[src/rtl/acu_pkg.sv]
// Shared constants for the operand-load / arithmetic / compare unit.
// Mode encodings, commit FSM states and the mode-cycling helper.
package acu_pkg;

  localparam logic [1:0] MODE_MUL = 2'd0;
  localparam logic [1:0] MODE_ADD = 2'd1;
  localparam logic [1:0] MODE_SUB = 2'd2;

  typedef enum logic {
    ST_IDLE    = 1'b0,
    ST_PENDING = 1'b1
  } state_t;

  // MUL -> ADD -> SUB -> MUL; the unused code 3 also falls back to MUL
  function automatic logic [1:0] next_mode(input logic [1:0] m);
    case (m)
      MODE_MUL: next_mode = MODE_ADD;
      MODE_ADD: next_mode = MODE_SUB;
      default:  next_mode = MODE_MUL;
    endcase
  endfunction

endpackage

[src/rtl/sync_edge.sv]
// 2-FF synchroniser per bit plus a registered copy for edge detection.
// Latency: 2 clk to sync, rise/any_edge valid in the cycle sync changes; no backpressure.
// Backpressure: none, free-running.
module sync_edge #(
  parameter int WIDTH = 1
) (
  input  logic             clk,
  input  logic             rst_n,
  input  logic [WIDTH-1:0] d,
  output logic [WIDTH-1:0] sync,
  output logic [WIDTH-1:0] rise,
  output logic [WIDTH-1:0] any_edge
);

  logic [WIDTH-1:0] meta_q;
  logic [WIDTH-1:0] sync_q;
  logic [WIDTH-1:0] prev_q;

  always_ff @(posedge clk or negedge rst_n) begin
    if (!rst_n) begin
      meta_q <= '0;
      sync_q <= '0;
      prev_q <= '0;
    end else begin
      meta_q <= d;
      sync_q <= meta_q;
      prev_q <= sync_q;
    end
  end

  assign sync     = sync_q;
  assign rise     = sync_q & ~prev_q;
  assign any_edge = sync_q ^ prev_q;

endmodule

[src/rtl/arith_compare_unit.sv]
// Operand load / MUL-ADD-SUB candidate / tick-committed result with lt-eq-gt LEDs.
// Latency: btn edge -> op reg +1 -> cand +1; commit lands on the next slow tick.
// Backpressure: none; repeated commit toggles while pending coalesce into one commit.
module arith_compare_unit
  import acu_pkg::*;
#(
  parameter int W        = 8,
  parameter int DIV_LOG2 = 25,
  parameter int SIGNED   = 0
) (
  input  logic           clk,
  input  logic           rst_n,
  input  logic [W-1:0]   sw,
  input  logic           commit_sw,
  input  logic [2:0]     btn,
  output logic [2:0]     led,
  output logic [2*W-1:0] res_o,
  output logic [1:0]     mode_o,
  output logic           pending_o
);

  localparam logic [DIV_LOG2-1:0] CNT_ONE = {{(DIV_LOG2-1){1'b0}}, 1'b1};

  logic [W-1:0]   sw_meta_q;
  logic [W-1:0]   sw_sync_q;
  logic [2:0]     btn_sync;
  logic [2:0]     btn_rise;
  logic [2:0]     btn_any;
  logic           cs_sync;
  logic           cs_rise;
  logic           cs_toggle;

  logic [W-1:0]   op1_q;
  logic [W-1:0]   op2_q;
  logic [1:0]     mode_q;
  logic [2*W-1:0] cand_d;
  logic [2*W-1:0] cand_q;
  logic [2*W-1:0] res_q;

  logic [DIV_LOG2-1:0] cnt_q;
  logic                tick;

  state_t state_q;
  state_t state_d;
  logic   commit;

  logic   res_lt;
  logic   res_eq;
  logic   res_gt;

  always_ff @(posedge clk or negedge rst_n) begin
    if (!rst_n) begin
      sw_meta_q <= '0;
      sw_sync_q <= '0;
    end else begin
      sw_meta_q <= sw;
      sw_sync_q <= sw_meta_q;
    end
  end

  sync_edge #(.WIDTH(3)) u_btn_sync (
    .clk      (clk),
    .rst_n    (rst_n),
    .d        (btn),
    .sync     (btn_sync),
    .rise     (btn_rise),
    .any_edge (btn_any)
  );

  sync_edge #(.WIDTH(1)) u_commit_sync (
    .clk      (clk),
    .rst_n    (rst_n),
    .d        (commit_sw),
    .sync     (cs_sync),
    .rise     (cs_rise),
    .any_edge (cs_toggle)
  );

  // Only the edge strobes are consumed; the level/other outputs are intentionally dropped
  logic unused_sync_outputs;
  assign unused_sync_outputs = ^{btn_sync, btn_any, cs_sync, cs_rise};

  always_ff @(posedge clk or negedge rst_n) begin
    if (!rst_n) begin
      op1_q  <= '0;
      op2_q  <= '0;
      mode_q <= MODE_MUL;
    end else begin
      if (btn_rise[0]) op1_q <= sw_sync_q;
      if (btn_rise[1]) op2_q <= sw_sync_q;
      if (btn_rise[2]) mode_q <= next_mode(mode_q);
    end
  end

  function automatic logic [2*W-1:0] extend(input logic [W-1:0] v);
    extend = (SIGNED != 0) ? {{W{v[W-1]}}, v} : {{W{1'b0}}, v};
  endfunction

  // Product of the 2W-bit extended operands truncated to 2W is exact for both signednesses
  always_comb begin
    cand_d = '0;
    case (mode_q)
      MODE_MUL: cand_d = extend(op1_q) * extend(op2_q);
      MODE_ADD: cand_d = extend(op1_q) + extend(op2_q);
      MODE_SUB: cand_d = extend(op1_q) - extend(op2_q);
      default:  cand_d = '0;
    endcase
  end

  always_ff @(posedge clk or negedge rst_n) begin
    if (!rst_n) begin
      cand_q <= '0;
    end else begin
      cand_q <= cand_d;
    end
  end

  always_ff @(posedge clk or negedge rst_n) begin
    if (!rst_n) begin
      cnt_q <= '0;
    end else begin
      cnt_q <= cnt_q + CNT_ONE;
    end
  end

  assign tick = &cnt_q;

  always_ff @(posedge clk or negedge rst_n) begin
    if (!rst_n) begin
      state_q <= ST_IDLE;
    end else begin
      state_q <= state_d;
    end
  end

  always_comb begin
    state_d = state_q;
    commit  = 1'b0;
    case (state_q)
      ST_IDLE: begin
        if (cs_toggle) begin
          if (tick) commit  = 1'b1;
          else      state_d = ST_PENDING;
        end
      end
      ST_PENDING: begin
        if (tick) begin
          commit  = 1'b1;
          state_d = ST_IDLE;
        end
      end
      default: state_d = ST_IDLE;
    endcase
  end

  // Captures the candidate of the commit cycle, so loads made while pending are included
  always_ff @(posedge clk or negedge rst_n) begin
    if (!rst_n) begin
      res_q <= '0;
    end else if (commit) begin
      res_q <= cand_q;
    end
  end

  always_comb begin
    res_eq = (res_q == cand_q);
    if (SIGNED != 0) begin
      res_lt = $signed(res_q) < $signed(cand_q);
      res_gt = $signed(res_q) > $signed(cand_q);
    end else begin
      res_lt = res_q < cand_q;
      res_gt = res_q > cand_q;
    end
  end

  assign led       = {res_gt, res_eq, res_lt};
  assign res_o     = res_q;
  assign mode_o    = mode_q;
  assign pending_o = (state_q == ST_PENDING);

endmodule

[config.mk]
export PLATFORM = sky130hd
export DESIGN_NAME = arith_compare_unit
export DESIGN_NICKNAME = d
export VERILOG_FILES = /design/src/rtl/acu_pkg.sv /design/src/rtl/sync_edge.sv /design/src/rtl/arith_compare_unit.sv
export SDC_FILE = /design/constraint.sdc
export NUM_CORES = 1
export LEC_CHECK = 0
export CORE_MARGIN = 8
export CORE_UTILIZATION = 60
export CTS_CLUSTER_DIAMETER = 40
export DETAILED_ROUTE_END_ITERATION = 16
export DONT_BUFFER_PORTS = 1
export PLACE_DENSITY = 0.72
export SLEW_MARGIN = 10
export SYNTH_ARGS = -nofsm -noshare
export SYNTH_HDL_FRONTEND = slang
export SYNTH_HIERARCHICAL = 1
export SYNTH_SLANG_ARGS = --single-unit
[constraint.sdc]
create_clock -name clk -period 7.3 [get_ports clk]
set_input_delay 1.46 -clock clk [delete_from_list [all_inputs] [get_ports clk]]
set_output_delay 1.46 -clock clk [all_outputs]
set_load 0.005 [all_outputs]
# After elaboration in Yosys (flattened, before gate mapping)

Index checks and enable logic that the tools add are counted.

Bits in registers: 104
Input port bits: 14
Output and inout port bits: 22
Logic and storage cells: 38

Add/sub/neg operators: 3
Multiply operators: 1
$lt $le $gt $ge: 2
Eq/ne operators: 3
Mux-type cells: 8
Bitwise gates (word level): 4
Reduce and logical (&&, ||, !) cells: 2

Operator list:

| cell                    | count |
|---|---|
| $pmux W16 S3            | 1 |
| $add A25 B1 Y25 const B | 1 |
| $reduce_and A25 Y1      | 1 |
| $eq A16 B16 Y1          | 1 |
| $gt A16 B16 Y1          | 1 |
| $lt A16 B16 Y1          | 1 |
| $mul A8 B8 Y16          | 1 |
| $add A8 B8 Y9           | 1 |
| $sub A8 B8 Y9           | 1 |
| $mux W1                 | 4 |
| $pmux W1 S2             | 2 |
| $pmux W2 S2             | 1 |
| $and A3 B3 Y3           | 1 |
| $not A3 Y3              | 1 |
| $eq A2 B1 Y1 const B    | 1 |
| $eq A2 B2 Y1 const B    | 1 |
| $logic_not A2 Y1        | 1 |
| $not A1 Y1              | 1 |
| $xor A1 B1 Y1           | 1 |

# Longest topological paths before layout

Gate-level depths: netlist of the first run.

Word-level depth: 4
Depth in mapped cells: 17
Depth with buffers taken out: 17

# Modules after synthesis

Netlist of the first run, hierarchy kept.

Modules (own cells, without submodules):

| module                    | times used | cells each | area an instance (µm²) | seq. area each (µm²) |
|---|---|---|---|---|
| arith_compare_unit        | 1          | 613        | 6451.2                 | 2302.2 |
| sync_edge (u_btn_sync)    | 1          | 18         | 285.3                  | 225.2 |
| sync_edge (u_commit_sync) | 1          | 6          | 95.1                   | 75.1 |

# Worst setup path before layout of the first run

Ideal clock, no wire load.

Kind: register -> register
From: reg op2_q[7]
To: reg cand_q[15]
Library setup time: 0.134 ns
Data arrival time: 4.084 ns
Data required time: 7.166 ns
Path slack: 3.082 ns
Cell stages (with the launch flop): 15
Path buffers: 0
Period minus slack after synthesis: 4.218 ns
Cell sequence: dfrtp_1 > and2_1 > fa_1 > fa_1 > fa_1 > inv_1 > fa_1 > inv_1 > ha_1 > nand3_1 > or3b_2 > o21ai_0 > a21oi_1 > xnor2_1 > o21ai_0

Word-level cells in the longest chain between the ends: 2
Elaborated cells between the ends (all ways): 3
Classes of those cells: add/sub: 1; mul: 1; mux: 1

Ends and longest elaborated chain:

| element                                                | line                                                 | source |
|---|---|---|
| start: declaration                                     | arith_compare_unit.sv:34                             | `logic [W-1:0] op2_q;` |
| start signal: assignment                               | arith_compare_unit.sv:90                             | `if (btn_rise[1]) op2_q <= sw_sync_q;` |
| $mul A8 B8 Y16 / $sub A8 B8 Y9 (equally long branches) | arith_compare_unit.sv:103, arith_compare_unit.sv:105 |  |
| $pmux W16 S3 *                                         | arith_compare_unit.sv:102                            | `case (mode_q)` |
| net cand_d[15]                                         | arith_compare_unit.sv:36                             | `logic [2*W-1:0] cand_d;` |
| end signal: assignment                                 | arith_compare_unit.sv:114                            | `cand_q <= cand_d;` |
| end: declaration                                       | arith_compare_unit.sv:37                             | `logic [2*W-1:0] cand_q;` |

Mark *: on every way through the listed nets, which the timed path passes. The rest lies on a longest branch.
A chain may end at the register's enable or synchronous reset.

# Final worst setup path of the first run

From: reg op1_q[1]
To: reg cand_q[15]

Word-level cells in the longest chain between the ends: 2
Elaborated cells between the ends (all ways): 3
Classes of those cells: add/sub: 1; mul: 1; mux: 1

Ends and longest elaborated chain:

| element                                                | line                                                 | source |
|---|---|---|
| start: declaration                                     | arith_compare_unit.sv:33                             | `logic [W-1:0] op1_q;` |
| start signal: assignment                               | arith_compare_unit.sv:89                             | `if (btn_rise[0]) op1_q <= sw_sync_q;` |
| $mul A8 B8 Y16 / $sub A8 B8 Y9 (equally long branches) | arith_compare_unit.sv:103, arith_compare_unit.sv:105 |  |
| $pmux W16 S3 *                                         | arith_compare_unit.sv:102                            |  |
| net cand_d[15]                                         | arith_compare_unit.sv:36                             |  |

Marks and branches as above.

==> results.json, run 1 <==
{
  "wl_um": 12700,
  "hpwl_um": 10000,
  "post-cts-setup-buffer-count": 0,
  "cts_htree_levels": 3,
  "finalSetupViolations": 0,
  "cts_root_buf": "clkbuf_16",
  "clkLatencyLatePin_ps": 360,
  "rsz0062_at_grt": "false",
  "grt_pass1_wl_um": 21800,
  "min_to": "sw_sync_q[1]",
  "irDropWorstVdd_uv": 196,
  "via_per_inst": 5.63,
  "vias": 4371,
  "drcViolationCount": 0,
  "drt-initial-drc-count": 239,
  "clock_sinks": 104,
  "m1WireLength_um": 5980,
  "antennaDiodeCount": 0,
  "synth_warnings": 6,
  "cts_made_buffers": 9,
  "synth.avg_cell_area_um2": 10.8,
  "placementRows": 39,
  "crit_fanout": 12,
  "clock_skew_ps": 11.5,
  "clk_pin_slew_worst_paths_ps": 70,
  "wire_per_inst_um": 16.3,
  "clockBufferDepth": 2,
  "ctsResizeCount": 0,
  "hold_depth": 0,
  "io_pins": 36,
  "synth_area_um2": 6820,
  "relSlewSlack_pct": 61.1,
  "top_layer": "met4",
  "drv_cap": 0,
  "layout.nets": 756,
  "grt_overflow": 0,
  "fin_ws_ps": 2780,
  "dieArea_um2": 15000,
  "netlist_instances": 634,
  "area_delta_synth_final_pct": 5.85,
  "wl_met2_um": 5780,
  "hold_start": "sw_meta_q[1]",
  "ant_nets": 0,
  "die_y_um": 123,
  "start_kind": "register",
  "fp.dieW_um": 123,
  "cts_hold_buf": 0,
  "r2r-end": "cand_q[15]",
  "final-hold-violation-count": 0,
  "most-common-layout-cells": "dfrtp_1 (104), inv_1 (94), ha_1 (73), and2_1 (42), fa_1 (38)",
  "worst_pin_slew_ps": 583,
  "holdCritPathClass": "reg2reg",
  "io_buffers": 0,
  "grt.total_usage_pct": 18.4,
  "fmax_mhz": 221,
  "grt_pass1_vias": 4546,
  "path_class": "reg2reg",
  "cp.arrival_ps": 4790,
  "final_common_cell": "dfrtp_1",
  "min_period_ps": 4520,
  "setup_tns_ps": 0,
  "cp_data_required_time_ps": 7570,
  "drive_gt1_share_pct": 7.57,
  "route.met3.wl_um": 629,
  "reg2reg_depth": 14,
  "initial_core_util_pct": 60.5,
  "slew_viol_final": 0,
  "rr_startpoint": "op1_q[1]",
  "power.density_nw_per_um2": 312,
  "dp_slack_ps": 2780,
  "leakage_nw": 3.73,
  "core_um2": 11300,
  "end_kind": "register",
  "cts_tree": "yes",
  "syn-num-nets": 759,
  "outcome": "complete, no violations",
  "grt_start_max_net_pins": 105,
  "antenna_found_initial": 0,
  "gp_congestion": 0.874,
  "whs_ps": 348,
  "r2r_setup_slack_ps": 2780,
  "firstDrtPassIters": 5,
  "fin_crit_sh_pct": 61.9
}
[per-stage QoR]
stage	utilization, %	std cells	power, mW	instance area, um^2
finish	64.0	777	2.25	7220
detailed placement	61.5	763	1.78	6930
floorplan	-	634	1.54	6820
CTS	64.0	777	2.27	7220
global placement	61.5	763	1.74	6930
global route	64.0	777	2.47	7220
[per-layer routing]
metal  track usage [%]  vias up
met3              4.74       21
met4              7.16        0
met5                 0        -
met1              24.6     2162
li1                  -     2091
met2              28.5       97
[final cells by class]
type,count,area [um^2]
sequential,104,2600
tap,143,179
clock inverter,4,52.6
inverter,94,353
fill,890,4050
clock buffer,10,239
multi-input combinational,422,3790
[state kept, by name, indices dropped and copies added, names as in the netlist]
signal / count
u_commit_sync/meta_q: 1
mode_o: 2
cand_q: 16
op2_q: 8
u_btn_sync/prev_q: 3
res_o: 16
op1_q: 8
sw_meta_q: 8
sw_sync_q: 8
pending_o: 1
cnt_q: 25
u_btn_sync/sync: 3
u_commit_sync/sync: 1
u_btn_sync/meta_q: 3
u_commit_sync/prev_q: 1
[worst max-delay path by stage]
stage / from / end / cells after the start
after floorplan: op2_q[7] / cand_q[15] / 14
final: op1_q[1] / cand_q[15] / 14
after global placement: op1_q[6] / cand_q[15] / 14
after detailed placement: op1_q[1] / cand_q[15] / 14
after CTS: op1_q[1] / cand_q[15] / 14
after global routing: op1_q[5] / cand_q[15] / 14
[critical path: stages (launching register included)]
cell and delay, ps:
dfrtp_1 550, and2_1 250, fa_1 440, fa_1 500, fa_1 540, inv_1 50
fa_1 520, inv_1 40, ha_1 330, nand3_1 130, or3b_2 500, o21ai_0 180
a21oi_1 100, xnor2_1 130, o21ai_0 160
[power breakdown]
part	total, mW	internal [mW]	switching [mW]
Clock	0.479	0.273	0.206
Sequential	0.719	0.646	0.0738
Combinational	1.06	0.457	0.599
Total	2.25	1.38	0.879
Note: power is estimated with default switching activity, not from simulation.
==> inputs of run 2 (changes only) <==
==> constraint.sdc (replaced) <==
create_clock -name clk -period 4.16 [get_ports clk]
set_input_delay 0.832 -clock clk [delete_from_list [all_inputs] [get_ports clk]]
set_output_delay 0.832 -clock clk [all_outputs]
set_load 0.005 [all_outputs]
==> results.json, run 2 (synthesis results as in run 1) <==
{
  "outcome": "complete, no violations",
  "p_total_mw": 4.52,
  "core_um2": 11300,
  "vias": 4530,
  "end_kind": "register",
  "fmax_mhz": 243,
  "fillerInstances": 832,
  "drt-initial-drc-count": 228,
  "final-hold-violation-count": 0,
  "rsz0062_at_grt": "true",
  "grt_use_met3_pct": 4.51,
  "cts_root_buf": "clkbuf_16",
  "clkLatencyLatePin_ps": 350,
  "path_class": "reg2reg",
  "finalSetupViolations": 0,
  "grt_pass1_wl_um": 22200,
  "power.density_nw_per_um2": 586,
  "drcViolationCount": 0,
  "cts_tree": "yes",
  "clockBufferDepth": 2,
  "setup_tns_ps": 0,
  "placementRows": 39,
  "initial_core_util_pct": 60.5,
  "cts_htree_levels": 3,
  "cp.arrival_ps": 4340,
  "area_delta_synth_final_pct": 13.1,
  "ant_nets": 0,
  "cts_made_buffers": 9,
  "fp.dieW_um": 123,
  "cp_data_required_time_ps": 4380,
  "start_kind": "register",
  "fin_area_um2": 7710,
  "grt_start_max_net_pins": 105,
  "clk_pin_slew_worst_paths_ps": 70,
  "largest_reg_flops": 25,
  "io_pins": 36,
  "dp_cells": 795,
  "clock_sinks": 104,
  "cts_hold_buf": 0,
  "leakage_nw": 3.92,
  "clock_skew_ps": 7.93,
  "worst_pin_slew_ps": 620,
  "whs_ps": 171,
  "irDropWorstVdd_uv": 573,
  "gp_congestion": 0.921,
  "top_register": "cnt_q",
  "holdCritPathClass": "in2async",
  "io_buffers": 0,
  "wl_um": 13200,
  "relSlewSlack_pct": 58.7,
  "hpwl_um": 10100,
  "grt_overflow": 0,
  "final_common_cell": "dfrtp_1",
  "die_y_um": 123,
  "slew_viol_final": 0,
  "r2r_setup_slack_ps": 40,
  "antennaDiodeCount": 0,
  "antenna_found_initial": 0,
  "layout.nets": 796,
  "crit_fanout": 6,
  "busiest_layer": "met2",
  "layout.cells.non_filler": 819,
  "drv_cap": 0,
  "firstDrtPassIters": 4,
  "use_met1_pct": 23.0,
  "wire_per_inst_um": 16.1,
  "grt_use_met2_pct": 30.6,
  "placed_area_um2": 7180,
  "dieArea_um2": 15000,
  "via_per_inst": 5.53,
  "most-common-layout-cells": "dfrtp_1 (94), inv_1 (89), ha_1 (63), buf_4 (38)",
  "fin_crit_sh_pct": 99.0,
  "min_period_ps": 4120,
  "drive_gt1_share_pct": 19.7,
  "grt_pass1_vias": 4718,
  "grt.total_usage_pct": 18.6
}
-- run 2: layout make-up --
class	instances	area, um^2	share of cell area, %
Timing Repair Buffer	40	308	3.99
Tap cell	143	179	2.32
Clock buffer	14	244	3.16
Clock inverter	2	16.3	0.211
Inverter	94	353	4.58
Sequential cell	104	2620	33.9
Multi-Input combinational cell	422	4000	51.8
-- run 2: path summary, 6_finish.rpt --
kind / from / endpoint / cells past startpoint
max reg2reg: op2_q[7] / cand_q[15] / 15
min in group clk: sw_meta_q[1] / sw_sync_q[1] / 0
min: rst_n / cnt_q[21] / 0
min reg2reg: sw_meta_q[1] / sw_sync_q[1] / 0
max in group asynchronous: rst_n / op2_q[3] / 0
max: op2_q[7] / cand_q[15] / 15
-- run 2: routing by layer --
layer  part of all wire [%]  vias up
met5                      0        -
met4                    2.6        0
met3                    5.4       29
met2                     48      122
met1                     44     2205
li1                       -     2174
-- run 2: power by group --
group / internal [mW] / switching [mW]
sequential: 1.14 / 0.112
combinational: 1.23 / 1.29
clock: 0.408 / 0.338
total: 2.77 / 1.74
-- run 2: critical path: stages (launching register included) --
cell	delay, ps
dfrtp_2	450
buf_6	130
and2_4	150
fa_1	520
fa_1	440
fa_1	490
inv_1	50
fa_1	490
inv_2	50
ha_4	150
a41o_1	260
a221oi_4	330
o21ai_2	110
a21oi_2	170
xnor2_1	130
o21ai_1	80
-- run 2: through the flow --
| stage | util, % | setup WS, ps |
|---|---|---|
| CTS | 66.8 | 1.86 |
| global route | 68.4 | -117 |
| floorplan | - | 17.4 |
| finish | 68.4 | 40.9 |
| global placement | 63.7 | -59.5 |
| detailed placement | 63.7 | -137 |
-- run 2: what timing repair did --
item                                    CTS  global route
endpoints found under the setup margin    7             9
pin swaps                                15            32
gates resized for setup                  19            36
buffers inserted                          3             6
